--- src/rtl/prefetch_fetcher.sv ---
// Instruction fetcher with a sequential prefetch queue. A hit on the queue head takes one cycle; a miss flushes the queue and waits on memory.
// The single outstanding memory request is held until mem_read_ready; stale responses after a redirect are dropped.
module prefetch_fetcher #(
  parameter int PROGRAM_MEM_ADDR_BITS = 8,
  parameter int PROGRAM_MEM_DATA_BITS = 16,
  parameter int QUEUE_DEPTH           = 4
) (
  input  logic                               clk,
  input  logic                               reset,
  input  logic [2:0]                         core_state,
  input  logic [PROGRAM_MEM_ADDR_BITS-1:0]   current_pc,
  input  logic                               prefetch_en,
  output logic                               mem_read_valid,
  output logic [PROGRAM_MEM_ADDR_BITS-1:0]   mem_read_address,
  input  logic                               mem_read_ready,
  input  logic [PROGRAM_MEM_DATA_BITS-1:0]   mem_read_data,
  output logic [2:0]                         fetcher_state,
  output logic [PROGRAM_MEM_DATA_BITS-1:0]   instruction,
  output logic [$clog2(QUEUE_DEPTH):0]       queue_count,
  output logic                               fetch_hit
);
  localparam int PW = $clog2(QUEUE_DEPTH);
  localparam logic [PW:0] DEPTH_C = (PW+1)'(QUEUE_DEPTH);
  localparam logic [2:0] CORE_FETCH  = 3'b001;
  localparam logic [2:0] CORE_DECODE = 3'b010;

  typedef enum logic [2:0] {
    IDLE     = 3'b000,
    FETCHING = 3'b001,
    FETCHED  = 3'b010
  } state_t;

  state_t                             state;
  logic [PROGRAM_MEM_ADDR_BITS-1:0]   q_addr [QUEUE_DEPTH];
  logic [PROGRAM_MEM_DATA_BITS-1:0]   q_data [QUEUE_DEPTH];
  logic [PW-1:0]                      head, tail;
  logic [PW:0]                        count;
  logic                               discard;
  logic [PROGRAM_MEM_ADDR_BITS-1:0]   next_addr;

  logic accept, keep_resp, head_match, fetch_req, hit, miss, pop, push, issue, keep_out;

  always_comb begin
    accept     = mem_read_valid && mem_read_ready;
    keep_resp  = accept && !discard;
    head_match = (count != '0) && (q_addr[head] == current_pc);
    fetch_req  = (state == IDLE) && (core_state == CORE_FETCH);
    hit        = fetch_req && head_match;
    miss       = fetch_req && !head_match;
    pop        = (state == FETCHED) && (core_state == CORE_DECODE) && (count != '0);
    push       = keep_resp && !miss;
    // The issue decision never overlaps a response: valid must already be low.
    issue      = !mem_read_valid && !miss &&
                 (prefetch_en ? (count < DEPTH_C) : ((state == FETCHING) && (count == '0)));
    // An in-flight request already targeting the missed PC can serve the miss.
    keep_out   = mem_read_valid && !mem_read_ready && (count == '0) &&
                 (mem_read_address == current_pc);
  end

  always_ff @(posedge clk) begin
    if (reset) begin
      state            <= IDLE;
      mem_read_valid   <= 1'b0;
      mem_read_address <= '0;
      instruction      <= '0;
      fetch_hit        <= 1'b0;
      head             <= '0;
      tail             <= '0;
      count            <= '0;
      discard          <= 1'b0;
      next_addr        <= '0;
    end else begin
      fetch_hit <= hit;

      if (miss) begin
        head  <= '0;
        tail  <= '0;
        count <= '0;
      end else begin
        if (push) begin
          q_addr[tail] <= mem_read_address;
          q_data[tail] <= mem_read_data;
          tail         <= tail + 1'b1;
        end
        if (pop) head <= head + 1'b1;
        case ({push, pop})
          2'b10:   count <= count + 1'b1;
          2'b01:   count <= count - 1'b1;
          default: count <= count;
        endcase
      end

      if (accept) begin
        mem_read_valid <= 1'b0;
        discard        <= 1'b0;
      end else if (issue) begin
        mem_read_valid   <= 1'b1;
        mem_read_address <= next_addr;
        next_addr        <= next_addr + 1'b1;
      end

      if (miss) begin
        if (keep_out) begin
          next_addr <= current_pc + 1'b1;
        end else begin
          next_addr <= current_pc;
          discard   <= mem_read_valid && !mem_read_ready;
        end
      end

      case (state)
        IDLE: begin
          if (hit) begin
            state       <= FETCHED;
            instruction <= q_data[head];
          end else if (miss) begin
            state <= FETCHING;
          end
        end
        FETCHING: begin
          if (keep_resp) begin
            state       <= FETCHED;
            instruction <= mem_read_data;
          end
        end
        FETCHED: begin
          if (core_state == CORE_DECODE) state <= IDLE;
        end
        default: state <= IDLE;
      endcase
    end
  end

  assign fetcher_state = state;
  assign queue_count   = count;
endmodule

--- config.mk ---
export PLATFORM = sky130hd
export DESIGN_NAME = prefetch_fetcher
export DESIGN_NICKNAME = d
export VERILOG_FILES = /design/src/rtl/prefetch_fetcher.sv
export SDC_FILE = /design/constraint.sdc
export NUM_CORES = 1
export LEC_CHECK = 0
export CAP_MARGIN = 40
export CELL_PAD_IN_SITES_DETAIL_PLACEMENT = 0
export CELL_PAD_IN_SITES_GLOBAL_PLACEMENT = 2
export CORE_AREA = 2 2 134 136
export CTS_CLUSTER_SIZE = 24
export DETAILED_ROUTE_END_ITERATION = 16
export DIE_AREA = 0 0 136 138
export GPL_ROUTABILITY_DRIVEN = 0
export HOLD_SLACK_MARGIN = 0.02
export PLACE_DENSITY = 0.78
export SYNTH_ARGS = -nofsm -noshare
export SYNTH_HDL_FRONTEND = slang
export SYNTH_SLANG_ARGS = --single-unit
--- constraint.sdc ---
create_clock -name clk -period 3.47 [get_ports clk]
set_input_delay 1.041 -clock clk [delete_from_list [all_inputs] [get_ports clk]]
set_output_delay 1.041 -clock clk [all_outputs]
set_load 0.01 [all_outputs]
==> results of run 1 <==
metal layers:
layer	vias to the layer above	share of wire [%]
met5	-	0
met4	0	1.3
met3	12	4.9
met2	94	50
met1	1951	44
li1	1922	-
cells in the final DEF, fill, tap and decap left out, drive strengths merged, types with 2 or more instances in the layout:
cell	instances
edfxtp	96
clkdlybuf4s50	60
nand2	54
buf	50
dfxtp	46
nor2	26
xnor2	26
nor3	21
mux4	18
clkbuf	18
a311oi	17
nand3	15
mux2i	14
xor2	14
a21oi	12
o21ai	12
a211oi	10
ha	7
clkinvlp	7
inv	7
nand4	6
nand2b	5
and3	5
nor2b	4
clkinv	4
or3	3
nor4	3
bufinv	2
flip-flops by register name (all words and copies together), names as in the netlist, named ones only:
signal            cells
instruction          16
fetch_hit             1
mem_read_valid        1
next_addr             8
discard               1
mem_read_address      8
q_addr               32
head                  2
q_data               64
fetcher_state         2
queue_count           3
tail                  2
kinds of logic (layout without fill, tap and decap cells):
| group | count (synthesis) | in the layout | synth area share, % |
|---|---|---|---|
| compound gates | 57 | 57 | 7.70 |
| xor+xnor | 40 | 40 | 5.67 |
| fa+ha+maj | 8 | 8 | 1.74 |
| buf+inv | 36 | 148 | 2.86 |
| flops | 142 | 142 | 61.6 |
| mux | 33 | 33 | 9.08 |
| other cells | 1 | 1 | 0.0607 |
| simple gates | 146 | 146 | 11.3 |
layout make-up:
cell class                 count  share of cell area [%]
inverter                       6                   0.285
sequential                   142                    48.1
multi-input combinational    285                    27.8
clock inverter                14                    1.84
clock buffer                  18                    5.43
timing repair buffer         110                    12.9
tap                          229                    3.62
stage by stage:
step                power (mW)  std cells
floorplan                 2.00        463
global placement          2.13        772
detailed placement        2.13        772
CTS                       3.88        804
global route              3.98        804
finish                    3.84        804
worst max-delay path, delay by kind of cell:
family / cells / cell delay [ns]
compound gates: 2 / 0.42
xor+xnor: 1 / 0.15
buf+inv: 3 / 0.85
simple gates: 3 / 0.93
worst max-delay path by stage:
stage,end,slack (ns),cells after the start
6_report,q_data[2][3]$_DFFE_PP_,0.19,9
5_1_grt,queue_count[2]$_SDFFE_PP0P_,0.04,14
4_1_cts,q_data[2][0]$_DFFE_PP_,0.20,9
3_5_place_dp,q_data[2][13]$_DFFE_PP_,-0.23,9
3_3_place_gp,q_data[2][0]$_DFFE_PP_,-0.24,9
2_1_floorplan,queue_count[1]$_SDFFE_PP0P_,0.004,13
power breakdown:
part           leakage, nW  total (mW)  switching (mW)  internal, mW
Combinational         1.08       0.239           0.125         0.114
Clock                0.260        1.75           0.693          1.05
Sequential            1.22        1.85          0.0254          1.83
==> impl_metrics.tcl, run 1 <==
set metrics [dict create \
    reg2reg_to "q_data[2][3]$_DFFE_PP_" \
    dr.pass1.iters 4 \
    crit_top_cell "buf_4" \
    cp-end-kind "flop" \
    clock_sinks 142 \
    slowest_stage "clkdlybuf4s50_1" \
    clock_latency_ns 0.42 \
    synth-edff-count 96 \
    grtUsageMet3_pct 4.03 \
    synth_top_area_share_pct 46.7 \
    cts_made_buffers 17 \
    fin_util_pct 45.1 \
    fin_setup_tns_ns 0 \
    drc_errors 0 \
    maxSlewHeadroom_pct 60.9 \
    hold_ws_ns 0.490 \
    syn2layout_area_growth_pct 28.0 \
    worstPathMaxFanout 10 \
    track_usage_pct 15.9 \
    ys_ff_latch 142 \
    layout-drive-gt1-share_pct 20.2 \
    drv_slew 0 \
    routed_wl_um 14000 \
    row_count 49 \
    synth_fp_nets 502 \
    nNetsFinal 601 \
    ys_top_cells_by_count "edfxtp_1, nand2_1, dfxtp_1" \
    cp_data_required_time_ns 3.59 \
    clockRootBuffer "clkbuf_16" \
    whs_endpoint "mem_read_address[7]$_SDFFE_PP0P_" \
    setup_viol 0 \
    cts_tree "done" \
    syn_avg_cell_area_um2 13.3 \
    vias_per_cell 4.95 \
    crit_path_max_incr_delay_ns 0.46 \
    stdcell_area_mm2 0.00791 \
    power_leakage_nw 2.56 \
    reg2reg_depth 10 \
    fillCellCount 1624 \
    die-area_mm2 0.0188 \
    post_cts_buffers 0 \
    die_w_um 136 \
    syn-cell-area_mm2 0.00618 \
    antenna_found_initial 0 \
    die_h_um 138 \
    grt_pass1_wl_um 22600 \
    synth_warnings 0 \
    post-place-ws_ns -0.227 \
    hold_viol 0 \
    fin_crit_sh_pct 94.6 \
    finalCriticalPeriod_ns 3.28 \
    yosysTopAreaCell "edfxtp_1" \
    first_global_vias 4083 \
    cts_buffer_depth 2 \
    hold_depth 2 \
    grtUsageMet1_pct 20.7 \
    wl_per_cell_um 17.4 \
    synth-main-ff-cell "edfxtp_1" \
    hold_class "flop to flop" \
    min_from "next_addr[7]$_SDFFE_PP0P_" \
    p_per_area_mw_per_mm2 486 \
    synth_cells 463 \
    r2r_slack_ns 0.41 \
    rsz0062_at_grt "no" \
    vias 3979 \
    grt_overflow_total 0 \
    core_mm2 0.0175 \
    async_flop_share_pct 0 \
    port_buffers 61 \
    worst_slack_ns 0.187 \
    ys_seq_area_share_pct 61.6 \
    peakVddDrop_v 0.000353 \
    worstPathCellList "clkdlybuf4s50_1, xnor2_1, or3_1, a211oi_1, buf_4, a21oi_1, nor2_1, and3_1, buf_4" \
    cts_resized 0 \
    ant_nets 0 \
    skew_ns 0.00686 \
    clk_pin_slew_worst_paths_ns 0.06 \
    start_util_pct 35.2 \
    yosys-top-cells-area "edfxtp_1, dfxtp_1, mux4_2" \
    start_kind "input port" \
    synthDistinctLibCells 46 \
    grt_max_degree 26 \
    drv_cap 0 \
    multi_input_area_mm2 0.00220 \
    io_pins 63 \
    placed_area_mm2 0.00733 \
    drt_iter0_markers 205 \
    antenna_cells 0 \
    ctsHoldBuffers 0 \
    crit_start "current_pc[4]" \
    h-tree-depth 4 \
    hpwl_um 9680 \
    seq_area_mm2 0.00380 \
    max_freq_ghz 0.305 \
    worst_pin_slew_ns 0.581 \
    crit_arrival_ns 3.40 \
    status "finished, final reports clean" \
    worstSetupPathType "input port to flop" \
    synthMostInstantiatedCell "edfxtp_1" \
    grt_use_met2_pct 25.8 \
    grt_most_used_layer "met2" \
]
Note: power is estimated with default switching activity, not from simulation.
==> run 2: changes to the inputs <==
CORE_AREA = 2 2 128 130   (was 2 2 134 136)
DIE_AREA = 0 0 130 132   (was 0 0 136 138)
PLACE_DENSITY = 0.81   (was 0.78)
REMOVE_ABC_BUFFERS = 1   (was default)
clock period = 3.1 ns   (was 3.47 ns; I/O delays follow)
==> run 2 against run 1 <==
Design area up 1.3%. Clock power is 10% higher. Flip-flop and latch count is the same. Non-clock buffer count increased by 5. Sequential share of layout area is 0.58 points lower. Highest routed layer unchanged. Clock-buffer cell count rose by 2. Register-to-register slack got worse by 0.19 ns. Combinational power up 13%. Sequential power increased by 12%. Cell count fell by 1.0%.
==> impl_metrics.tcl, run 2 (synthesized netlist as in run 1, its figures left out) <==
set metrics [dict create \
    worst_pin_slew_ns 0.596 \
    drt_iter0_markers 265 \
    maxSlewHeadroom_pct 60.0 \
    fin_setup_tns_ns 0 \
    antenna_cells 0 \
    reg2reg_depth 12 \
    first_global_vias 4230 \
    largestRegisters "q_data (64), q_addr (32), instruction (16)" \
    finalCriticalPeriod_ns 2.97 \
    final_common_cell "edfxtp_1" \
    drv_slew 0 \
    crit_start "current_pc[4]" \
    grt_pass1_wl_um 22300 \
    cts_made_buffers 17 \
    cp-endpoint "q_addr[3][6]$_DFFE_PP_" \
    clk_pin_slew_worst_paths_ns 0.06 \
    fin_crit_sh_pct 95.9 \
    hold_class "flop to flop" \
    power_leakage_nw 2.65 \
    cp-end-kind "flop" \
    routed_wl_um 13800 \
    antenna_found_initial 0 \
    cts_tree "done" \
    min_from "next_addr[7]$_SDFFE_PP0P_" \
    hpwl_um 9390 \
    reg2reg_to "queue_count[1]$_SDFFE_PP0P_" \
    layout-drive-gt1-share_pct 21.6 \
    r2r_slack_ns 0.22 \
    vias_per_cell 5.04 \
    start_util_pct 39.3 \
    nNetsFinal 606 \
    cts_buffer_depth 2 \
    die-area_mm2 0.0172 \
    io_pins 63 \
    vias 4008 \
    wl_per_cell_um 17.4 \
    core_mm2 0.0157 \
    syn2layout_area_growth_pct 29.6 \
    placed_area_mm2 0.00735 \
    h-tree-depth 4 \
    mostFrequentLayoutCells "edfxtp_1, clkdlybuf4s50_1, nand2_1" \
    max_freq_ghz 0.336 \
    skew_ns 0.0170 \
    ctsHoldBuffers 0 \
    crit_arrival_ns 3.11 \
    status "finished, final reports clean" \
    cp_data_required_time_ns 3.23 \
    start_kind "input port" \
    port_buffers 61 \
    worstPathMaxFanout 18 \
    power_mw 4.27 \
    clockRootBuffer "clkbuf_16" \
    clock_latency_ns 0.44 \
    ant_nets 0 \
    largest_reg_flops 64 \
    p_per_area_mw_per_mm2 534 \
    clock_sinks 142 \
    fillCellCount 1362 \
    track_usage_pct 17.3 \
    drv_cap 0 \
    setup_viol 0 \
    hold_viol 0 \
    peakVddDrop_v 0.000405 \
    row_count 46 \
    dr.pass1.iters 4 \
    top_register "q_data" \
    die_w_um 130 \
    stdcell_area_mm2 0.00801 \
    worstSetupPathType "input port to flop" \
    die_h_um 132 \
    drc_errors 0 \
    grt_overflow_total 0 \
    grt_max_degree 26 \
]
## run 2: cell types whose count changed in the layout (fill, tap and decap cells not counted), moves of 3 or more
cell / before / now
clkdlybuf4s50_1: 60 / 55
dlymetal6s2s_1: 0 / 4
clkinvlp_4: 7 / 4
buf_12: 4 / 8
## run 2: per-layer routing
metal	global-route usage (%)	wire length, um
met4	6.75	244
met5	0	0
met1	20.5	5880
met2	30.0	7210
met3	4.22	480
## run 2: worst min path at each step
| stage | end | cells after the start | slack [ns] |
|---|---|---|---|
| 3_3_place_gp | mem_read_address[7]$_SDFFE_PP0P_ | 2 | 0.48 |
| 4_1_cts | mem_read_address[7]$_SDFFE_PP0P_ | 2 | 0.49 |
| 5_1_grt | tail[1]$_SDFFE_PP0P_ | 2 | 0.52 |
| 3_5_place_dp | mem_read_address[7]$_SDFFE_PP0P_ | 2 | 0.49 |
| 6_report | mem_read_address[7]$_SDFFE_PP0P_ | 2 | 0.49 |
| 2_1_floorplan | mem_read_address[7]$_SDFFE_PP0P_ | 2 | 0.45 |
## run 2: power by group
| group | internal [mW] | switching [mW] | total [mW] | leakage (nW) |
|---|---|---|---|---|
| Combinational | 0.129 | 0.140 | 0.269 | 1.16 |
| Sequential | 2.05 | 0.0287 | 2.07 | 1.22 |
| Clock | 1.13 | 0.802 | 1.93 | 0.262 |
## run 2: layout make-up
class	count	area (um2)	area share, %
flip-flops and latches	142	3800	47.5
multi-input cells	285	2230	27.8
repair buffers	115	1120	14.0
clock buffers	20	447	5.58
well taps	216	270	3.38
clock inverters	12	111	1.39
inverters	6	22.5	0.281
## run 2: what timing repair did
item,CTS,global route
buffers inserted,0,5
gates resized for setup,1,11
pin swaps,0,5
endpoints found under the setup margin,2,46
## run 2: through the flow
stage	hold WS (ns)	utilization [%]	setup WS [ns]	std cells
final	0.485	50.9	0.126	796
after global routing	0.524	50.9	-0.00137	796
after CTS	0.495	50.3	0.0232	791
after detailed placement	0.487	46.8	-0.495	759
after global placement	0.475	46.8	-0.411	759
after floorplan	0.450	-	-0.800	433
## run 2: worst max-delay path, cell delays in order
cell and delay, ns:
clkdlybuf4s50_1 0.44, xnor2_1 0.13, or3_1 0.39, a211oi_1 0.35, a21oi_1 0.14, nor2_1 0.25, and3_1 0.28, buf_12 0.19
